<file path="src/rtl/uart_pkg.sv">
// Shared UART definitions: transmit-buffer FSM state encoding and the default byte width.
package uart_pkg;

    typedef enum logic {IDLE, WAIT} tx_buf_state_t;

    localparam int UART_DATA_W = 8;

endpackage

</file>
<file path="src/rtl/uart_tx_buf_if.sv">
// System-side and transmitter-side signals of uart_tx_buf, bundled with directional modports.
interface uart_tx_buf_if import uart_pkg::*; #(
    parameter int DATA_W = UART_DATA_W,
    parameter int ADDR_W = 4
);
    logic              wr_en;
    logic [DATA_W-1:0] wr_data;
    logic              full;
    logic              empty;
    logic [ADDR_W:0]   level;
    logic              overflow;
    logic              ovf_clr;
    logic              tx_done_tick;
    logic              tx_start;
    logic [DATA_W-1:0] tx_data;
    logic              busy;
    logic [15:0]       sent_cnt;

    modport slave (
        input  wr_en, wr_data, ovf_clr, tx_done_tick,
        output full, empty, level, overflow, tx_start, tx_data, busy, sent_cnt
    );

    modport master (
        output wr_en, wr_data, ovf_clr, tx_done_tick,
        input  full, empty, level, overflow, tx_start, tx_data, busy, sent_cnt
    );
endinterface

</file>
<file path="src/rtl/uart_fifo.sv">
// Synchronous FIFO, 2**ADDR_W entries, show-ahead read port; shared by the UART tx and rx paths.
module uart_fifo #(
    parameter int DATA_W = 8,
    parameter int ADDR_W = 4
) (
    input  logic              clk,
    input  logic              rst,
    input  logic              wr,
    input  logic              rd,
    input  logic [DATA_W-1:0] w_data,
    output logic [DATA_W-1:0] r_data,
    output logic              full,
    output logic              empty,
    output logic [ADDR_W:0]   level
);
    localparam int DEPTH = 1 << ADDR_W;

    logic [DATA_W-1:0] mem_q [DEPTH];
    logic [ADDR_W-1:0] wp_q, wp_d;
    logic [ADDR_W-1:0] rp_q, rp_d;
    logic [ADDR_W:0]   level_q, level_d;
    logic              do_wr, do_rd;

    // Full/empty come from the registered level, so a same-cycle pop never frees room for a write.
    assign full   = (level_q == (ADDR_W + 1)'(DEPTH));
    assign empty  = (level_q == '0);
    assign level  = level_q;
    assign r_data = mem_q[rp_q];
    assign do_wr  = wr & ~full;
    assign do_rd  = rd & ~empty;

    always_comb begin
        wp_d    = wp_q;
        rp_d    = rp_q;
        level_d = level_q;
        if (do_wr) wp_d = wp_q + ADDR_W'(1);
        if (do_rd) rp_d = rp_q + ADDR_W'(1);
        case ({do_wr, do_rd})
            2'b10:   level_d = level_q + (ADDR_W + 1)'(1);
            2'b01:   level_d = level_q - (ADDR_W + 1)'(1);
            default: level_d = level_q;
        endcase
    end

    always_ff @(posedge clk) begin
        if (rst) begin
            wp_q    <= '0;
            rp_q    <= '0;
            level_q <= '0;
        end else begin
            wp_q    <= wp_d;
            rp_q    <= rp_d;
            level_q <= level_d;
        end
    end

    always_ff @(posedge clk) begin
        if (do_wr) mem_q[wp_q] <= w_data;
    end
endmodule

</file>
<file path="src/rtl/uart_tx_buf.sv">
// Byte buffer ahead of the UART transmitter: FIFO, launch FSM, sticky overflow flag.
// Define UART_TX_BUF_CNT_EN to build the 16-bit sent-byte counter; otherwise sent_cnt reads 0.
module uart_tx_buf import uart_pkg::*; #(
    parameter int DATA_W = UART_DATA_W,
    parameter int ADDR_W = 4
) (
    input  logic          clk,
    input  logic          rst,
    uart_tx_buf_if.slave  bus
);
    tx_buf_state_t     state_q, state_d;
    logic              tx_start_q, tx_start_d;
    logic [DATA_W-1:0] tx_data_q, tx_data_d;
    logic              ovf_q, ovf_d;
    logic              pop;
    logic [DATA_W-1:0] fifo_rdata;
    logic              fifo_full, fifo_empty;

    uart_fifo #(.DATA_W(DATA_W), .ADDR_W(ADDR_W)) u_fifo (
        .clk    (clk),
        .rst    (rst),
        .wr     (bus.wr_en),
        .rd     (pop),
        .w_data (bus.wr_data),
        .r_data (fifo_rdata),
        .full   (fifo_full),
        .empty  (fifo_empty),
        .level  (bus.level)
    );

    assign pop = (state_q == IDLE) & ~fifo_empty;

    always_comb begin
        state_d    = state_q;
        tx_start_d = 1'b0;
        tx_data_d  = tx_data_q;
        case (state_q)
            IDLE: if (pop) begin
                tx_start_d = 1'b1;
                tx_data_d  = fifo_rdata;
                state_d    = WAIT;
            end
            WAIT: if (bus.tx_done_tick) state_d = IDLE;
            default: state_d = IDLE;
        endcase
        // Clear wins over a same-cycle dropped write.
        ovf_d = bus.ovf_clr ? 1'b0 : ((bus.wr_en & fifo_full) ? 1'b1 : ovf_q);
    end

    always_ff @(posedge clk) begin
        if (rst) begin
            state_q    <= IDLE;
            tx_start_q <= 1'b0;
            tx_data_q  <= '0;
            ovf_q      <= 1'b0;
        end else begin
            state_q    <= state_d;
            tx_start_q <= tx_start_d;
            tx_data_q  <= tx_data_d;
            ovf_q      <= ovf_d;
        end
    end

`ifdef UART_TX_BUF_CNT_EN
    logic [15:0] cnt_q, cnt_d;

    always_comb begin
        cnt_d = cnt_q;
        if ((state_q == WAIT) && bus.tx_done_tick) cnt_d = cnt_q + 16'd1;
    end

    always_ff @(posedge clk) begin
        if (rst) cnt_q <= '0;
        else     cnt_q <= cnt_d;
    end

    assign bus.sent_cnt = cnt_q;
`else
    assign bus.sent_cnt = 16'h0;
`endif

    assign bus.full     = fifo_full;
    assign bus.empty    = fifo_empty;
    assign bus.overflow = ovf_q;
    assign bus.tx_start = tx_start_q;
    assign bus.tx_data  = tx_data_q;
    assign bus.busy     = (state_q != IDLE) | ~fifo_empty;
endmodule

</file>
<file path="src/flat_wrapper.sv">
// flat-port wrapper written by rule: the top's interface ports become plain ports
module uart_tx_buf_flat import uart_pkg::*;
#(
    parameter int DATA_W = UART_DATA_W,
    parameter int ADDR_W = 4
)
  (clk, rst, bus_wr_en, bus_wr_data, bus_ovf_clr, bus_tx_done_tick, bus_full, bus_empty, bus_level, bus_overflow, bus_tx_start, bus_tx_data, bus_busy, bus_sent_cnt);
  uart_tx_buf_if #(.DATA_W(DATA_W), .ADDR_W(ADDR_W)) bus_i ();
  input  logic clk;
  input  logic rst;
  input wire logic [$bits(bus_i.wr_en)-1:0] bus_wr_en;
  input wire logic [$bits(bus_i.wr_data)-1:0] bus_wr_data;
  input wire logic [$bits(bus_i.ovf_clr)-1:0] bus_ovf_clr;
  input wire logic [$bits(bus_i.tx_done_tick)-1:0] bus_tx_done_tick;
  output wire logic [$bits(bus_i.full)-1:0] bus_full;
  output wire logic [$bits(bus_i.empty)-1:0] bus_empty;
  output wire logic [$bits(bus_i.level)-1:0] bus_level;
  output wire logic [$bits(bus_i.overflow)-1:0] bus_overflow;
  output wire logic [$bits(bus_i.tx_start)-1:0] bus_tx_start;
  output wire logic [$bits(bus_i.tx_data)-1:0] bus_tx_data;
  output wire logic [$bits(bus_i.busy)-1:0] bus_busy;
  output wire logic [$bits(bus_i.sent_cnt)-1:0] bus_sent_cnt;
  assign bus_i.wr_en = bus_wr_en;
  assign bus_i.wr_data = bus_wr_data;
  assign bus_i.ovf_clr = bus_ovf_clr;
  assign bus_i.tx_done_tick = bus_tx_done_tick;
  assign bus_full = bus_i.full;
  assign bus_empty = bus_i.empty;
  assign bus_level = bus_i.level;
  assign bus_overflow = bus_i.overflow;
  assign bus_tx_start = bus_i.tx_start;
  assign bus_tx_data = bus_i.tx_data;
  assign bus_busy = bus_i.busy;
  assign bus_sent_cnt = bus_i.sent_cnt;
  uart_tx_buf #(.DATA_W(DATA_W), .ADDR_W(ADDR_W)) u_core (.clk(clk), .rst(rst), .bus(bus_i));
endmodule
</file>
<file path="config.mk">
export PLATFORM = sky130hd
export DESIGN_NAME = uart_tx_buf_flat
export DESIGN_NICKNAME = d
export VERILOG_FILES = /design/src/rtl/uart_pkg.sv /design/src/rtl/uart_tx_buf_if.sv /design/src/rtl/uart_fifo.sv /design/src/rtl/uart_tx_buf.sv /design/src/flat_wrapper.sv
export SDC_FILE = /design/constraint.sdc
export NUM_CORES = 1
export LEC_CHECK = 0
export ABC_CLOCK_PERIOD_IN_PS = 6600
export BUFFER_PORTS_ARGS = -buffer_cell sky130_fd_sc_hd__buf_4
export CORE_MARGIN = 2
export CORE_UTILIZATION = 50
export CTS_CLUSTER_DIAMETER = 150
export DETAILED_ROUTE_END_ITERATION = 16
export GPL_TIMING_DRIVEN = 0
export PLACE_DENSITY = 0.68
export SLEW_MARGIN = 20
export SYNTH_ARGS = -nofsm -noshare
export SYNTH_HDL_FRONTEND = slang
export SYNTH_HIERARCHICAL = 1
export SYNTH_SLANG_ARGS = --single-unit
</file>
<file path="constraint.sdc">
create_clock -name clk -period 6.6 [get_ports clk]
set_input_delay 0.33 -clock clk [delete_from_list [all_inputs] [get_ports clk]]
set_output_delay 0.33 -clock clk [all_outputs]
set_load 0.01 [all_outputs]
</file>
==> impl_metrics.json <==
{
  "portBuffers": 30,
  "antenna_cells": 0,
  "path_class": "register to register",
  "period_share_pct": 58.7,
  "rsz0062_at_grt": "no",
  "post-route-min-period_ns": 3.87,
  "peakVddDrop_mv": 0.189,
  "start_util_pct": 51.1,
  "hpwlAfterDp_um": 8200,
  "hp-class": "input pin to register",
  "worst_pin_slew_ns": 0.828,
  "drv_slew": 0,
  "area_delta_synth_final_pct": 17.4,
  "status": "completed",
  "netlist_area_um2": 6450,
  "synth.distinct_cells": 55,
  "slowest_delay_ns": 0.50,
  "cts_sinks": 156,
  "yosys.area_share.simple_pct": 6.99,
  "slowest_stage": "or4_4",
  "drtPass1Iterations": 4,
  "total_leakage_power_nw": 2.70,
  "synthMuxAreaShare_pct": 11.6,
  "yosys_warnings": 6,
  "dieArea_um2": 13800,
  "post_drt_wl_per_cell_um": 19.5,
  "grt_util_all_layers_pct": 19.2,
  "setup-violations-final": 0,
  "grt_busiest_layer": "met2",
  "core_um2": 12600,
  "syn_avg_cell_area_um2": 16.4,
  "synth_flop_cell": "edfxtp_1",
  "yosys.area_share.xor_xnor_pct": 0.951,
  "postCtsSetupRepairBufs": 0,
  "gr-total-overflow": 0,
  "final_cell_area_um2": 7570,
  "hold_viol": 0,
  "met2_usage_pct": 28.4,
  "synth_edf_count": 128,
  "met3_usage_pct": 4.99,
  "async_reset_ff_share_pct": 0,
  "worstPathRequired_ns": 6.90,
  "vias": 3526,
  "synth_top_family_by_area": "multiplexers",
  "fmax_mhz": 258,
  "cp.buffers_inverters": 5,
  "die_width_um": 118,
  "r2r_start": "u_core/u_fifo/level[1]",
  "cp-end-kind": "register",
  "drc": 0,
  "insertion_delay_ns": 0.42,
  "hold_buffers": 0,
  "io_pins": 47,
  "grt_max_degree": 17,
  "drt-total-wl_um": 12500,
  "synthCells": 393,
  "place.gp.congestion": 0.834,
  "pwr_density_cell_nw_per_um2": 359,
  "htree_levels": 4,
  "synthAdderAreaFrac_pct": 1.55,
  "hp-start": "bus_ovf_clr",
  "layout-drive-gt1-share_pct": 27.7,
  "clockBufferDepth": 2,
  "power.total_w": 0.00272,
  "antenna_left": 0,
  "worstPathMaxFanout": 11,
  "die_h_um": 118,
  "dp_cells": 610,
  "synth.yosys.seq_area_share_pct": 68.3,
  "cp_top_family": "simple AND/OR/NAND/NOR gates",
  "antenna_found_initial": 0,
  "crit_chain": "buf_6 -> or4_4 -> buf_6 -> nor2_1 -> buf_2 -> nor2_1 -> o21ai_4 -> inv_1 -> ha_1 -> clkbuf_1 -> xor2_1 -> ha_1 -> o31ai_1 -> o22ai_1 -> nand4bb_1",
  "grt_pass1_wl_um": 19400,
  "placed_area_um2": 6960,
  "grt_pass1_vias": 3415,
  "rows": 41,
  "setup_tns_ns": 0,
  "cts_resized": 0,
  "nNetsFinal": 478,
  "fill_cells": 980,
  "ys_ff_latch": 156,
  "max-slew-margin-rel_pct": 44.6,
  "drv_cap": 0,
  "cts_tree": "built",
  "layoutNonFillerInstCount": 641,
  "synth-compound-area-share_pct": 6.40,
  "cts.clk_slew.worst_paths_ns": 0.06,
  "met1_usage_pct": 26.9,
  "root_buffer": "clkbuf_16",
  "fin_skew_ns": 0.00629,
  "viasPerCell": 5.50,
  "worstPathArrival_ns": 4.17,
  "drt_iter0_markers": 281,
  "critPathLaunchType": "register",
  "crit_start": "u_core/u_fifo/level[1]",
  "numCtsBuffers": 17
}
-- layout by cell type, fill, tap and decap left out, types with 2 or more instances in the layout --
cell	synthesis	final
or3b_1	8	8
inv_1	5	5
ha_1	8	8
conb_1	1	16
nor2b_1	4	4
buf_4	16	46
clkbuf_16	0	17
buf_6	3	3
nor2_1	29	29
clkinv_2	0	5
nand2_1	16	16
xor2_1	6	6
mux2i_1	3	3
a21oi_1	10	10
nor3_1	9	5
and3_1	2	2
bufinv_16	0	4
clkinv_1	1	2
and2_1	2	2
o2111ai_1	2	2
mux4_2	32	32
o21ai_1	8	8
o21a_1	2	2
dfxtp_1	28	28
nor3_2	0	4
clkbuf_1	11	12
edfxtp_1	128	128
a22oi_1	16	16
nand3b_1	2	2
nand3_1	2	2
buf_2	7	7
buf_1	3	3
nand2b_1	3	3
-- cells by family (layout without fill, tap and decap cells) --
family	count (synthesis)	count (layout)
buf+inv	46	107
compound gates	55	55
fa+ha+maj	8	8
flops	156	156
other cells	1	16
xor+xnor	7	7
simple gates	85	85
mux	35	35
-- stage by stage --
stage | utilization (%) | hold WS [ns] | worst slack [ns]
floorplan | - | 0.407 | 3.12
global placement | 55.0 | 0.469 | 2.82
detailed placement | 55.2 | 0.474 | 2.71
CTS | 60.0 | 0.0472 | 2.70
global route | 60.0 | 0.0507 | 2.41
finish | 60.0 | 0.0626 | 2.73
-- cell usage after synthesis (all sizes together), types with 2 or more instances --
library cell / number / area [µm²]
a21o: 2 / 16.3
a21oi: 10 / 50.1
a22oi: 16 / 120
and2: 3 / 20.0
and3: 2 / 12.5
buf: 29 / 200
clkbuf: 11 / 41.3
dfxtp: 28 / 561
edfxtp: 128 / 3840
ha: 8 / 100
inv: 5 / 18.8
mux2i: 3 / 30.0
mux4: 32 / 721
nand2: 16 / 60.1
nand2b: 3 / 18.8
nand3: 2 / 10.0
nand3b: 2 / 15.0
nor2: 29 / 109
nor2b: 4 / 25.0
nor3: 9 / 45.0
o2111ai: 2 / 17.5
o211ai: 3 / 41.3
o21a: 4 / 38.8
o21ai: 10 / 61.3
or3b: 8 / 70.1
or4: 2 / 18.8
xor2: 6 / 52.6
-- state kept, by name (all words and copies together), names as in the netlist, named ones only --
name                 cells
u_core/u_fifo/mem_q    128
u_core/state_q           1
u_core/bus.tx_start      1
u_core/bus.overflow      1
u_core/bus.tx_data       8
u_core/u_fifo/level      5
u_core/u_fifo/wp_q       4
u_core/u_fifo/rp_q       4
-- per-layer routing --
layer / vias up / part of all wire, % / wire (µm)
met4: 0 / 2.0 / 251
met2: 119 / 47 / 5810
met5: - / 0 / 0
met1: 1760 / 45 / 5660
met3: 15 / 6.0 / 754
li1: 1632 / - / -
-- worst register-to-register path, cell delays in order, from the launching register on --
cell and delay (ns):
dfxtp_1 0.32, buf_6 0.13, or4_4 0.51, buf_6 0.16, nor2_1 0.44, buf_2 0.31
nor2_1 0.14, o21ai_4 0.12, inv_1 0.07, ha_1 0.21, clkbuf_1 0.22, xor2_1 0.19
ha_1 0.25, o31ai_1 0.35, o22ai_1 0.15, nand4bb_1 0.18
-- path summary, 6_finish.rpt --
check	endpoint	slack (ns)	depth (start not counted)
worst max-delay path	u_core/u_fifo/level[4]	2.73	15
worst min-delay path	u_core/bus.overflow	0.06	2
worst min register to register	u_core/bus.tx_data[6]	0.48	2
worst max register to register	u_core/u_fifo/level[4]	2.73	15
-- cell type report --
type	instances	area, µm²	area share, %
flip-flops and latches	156	4400	58.2
well taps	172	215	2.84
clock inverters	13	174	2.30
inverters	6	22.5	0.298
plain buffers	40	241	3.19
multi-input cells	206	1860	24.5
repair buffers	30	225	2.98
clock buffers	18	429	5.67
-- power by group --
part,switching [W],total (W),internal [W]
clock network,0.000369,0.000995,0.000626
registers,0.0000326,0.00116,0.00113
logic,0.000303,0.000555,0.000252
total,0.000704,0.00272,0.00201
No activity file was read; power rests on OpenSTA's default activity.
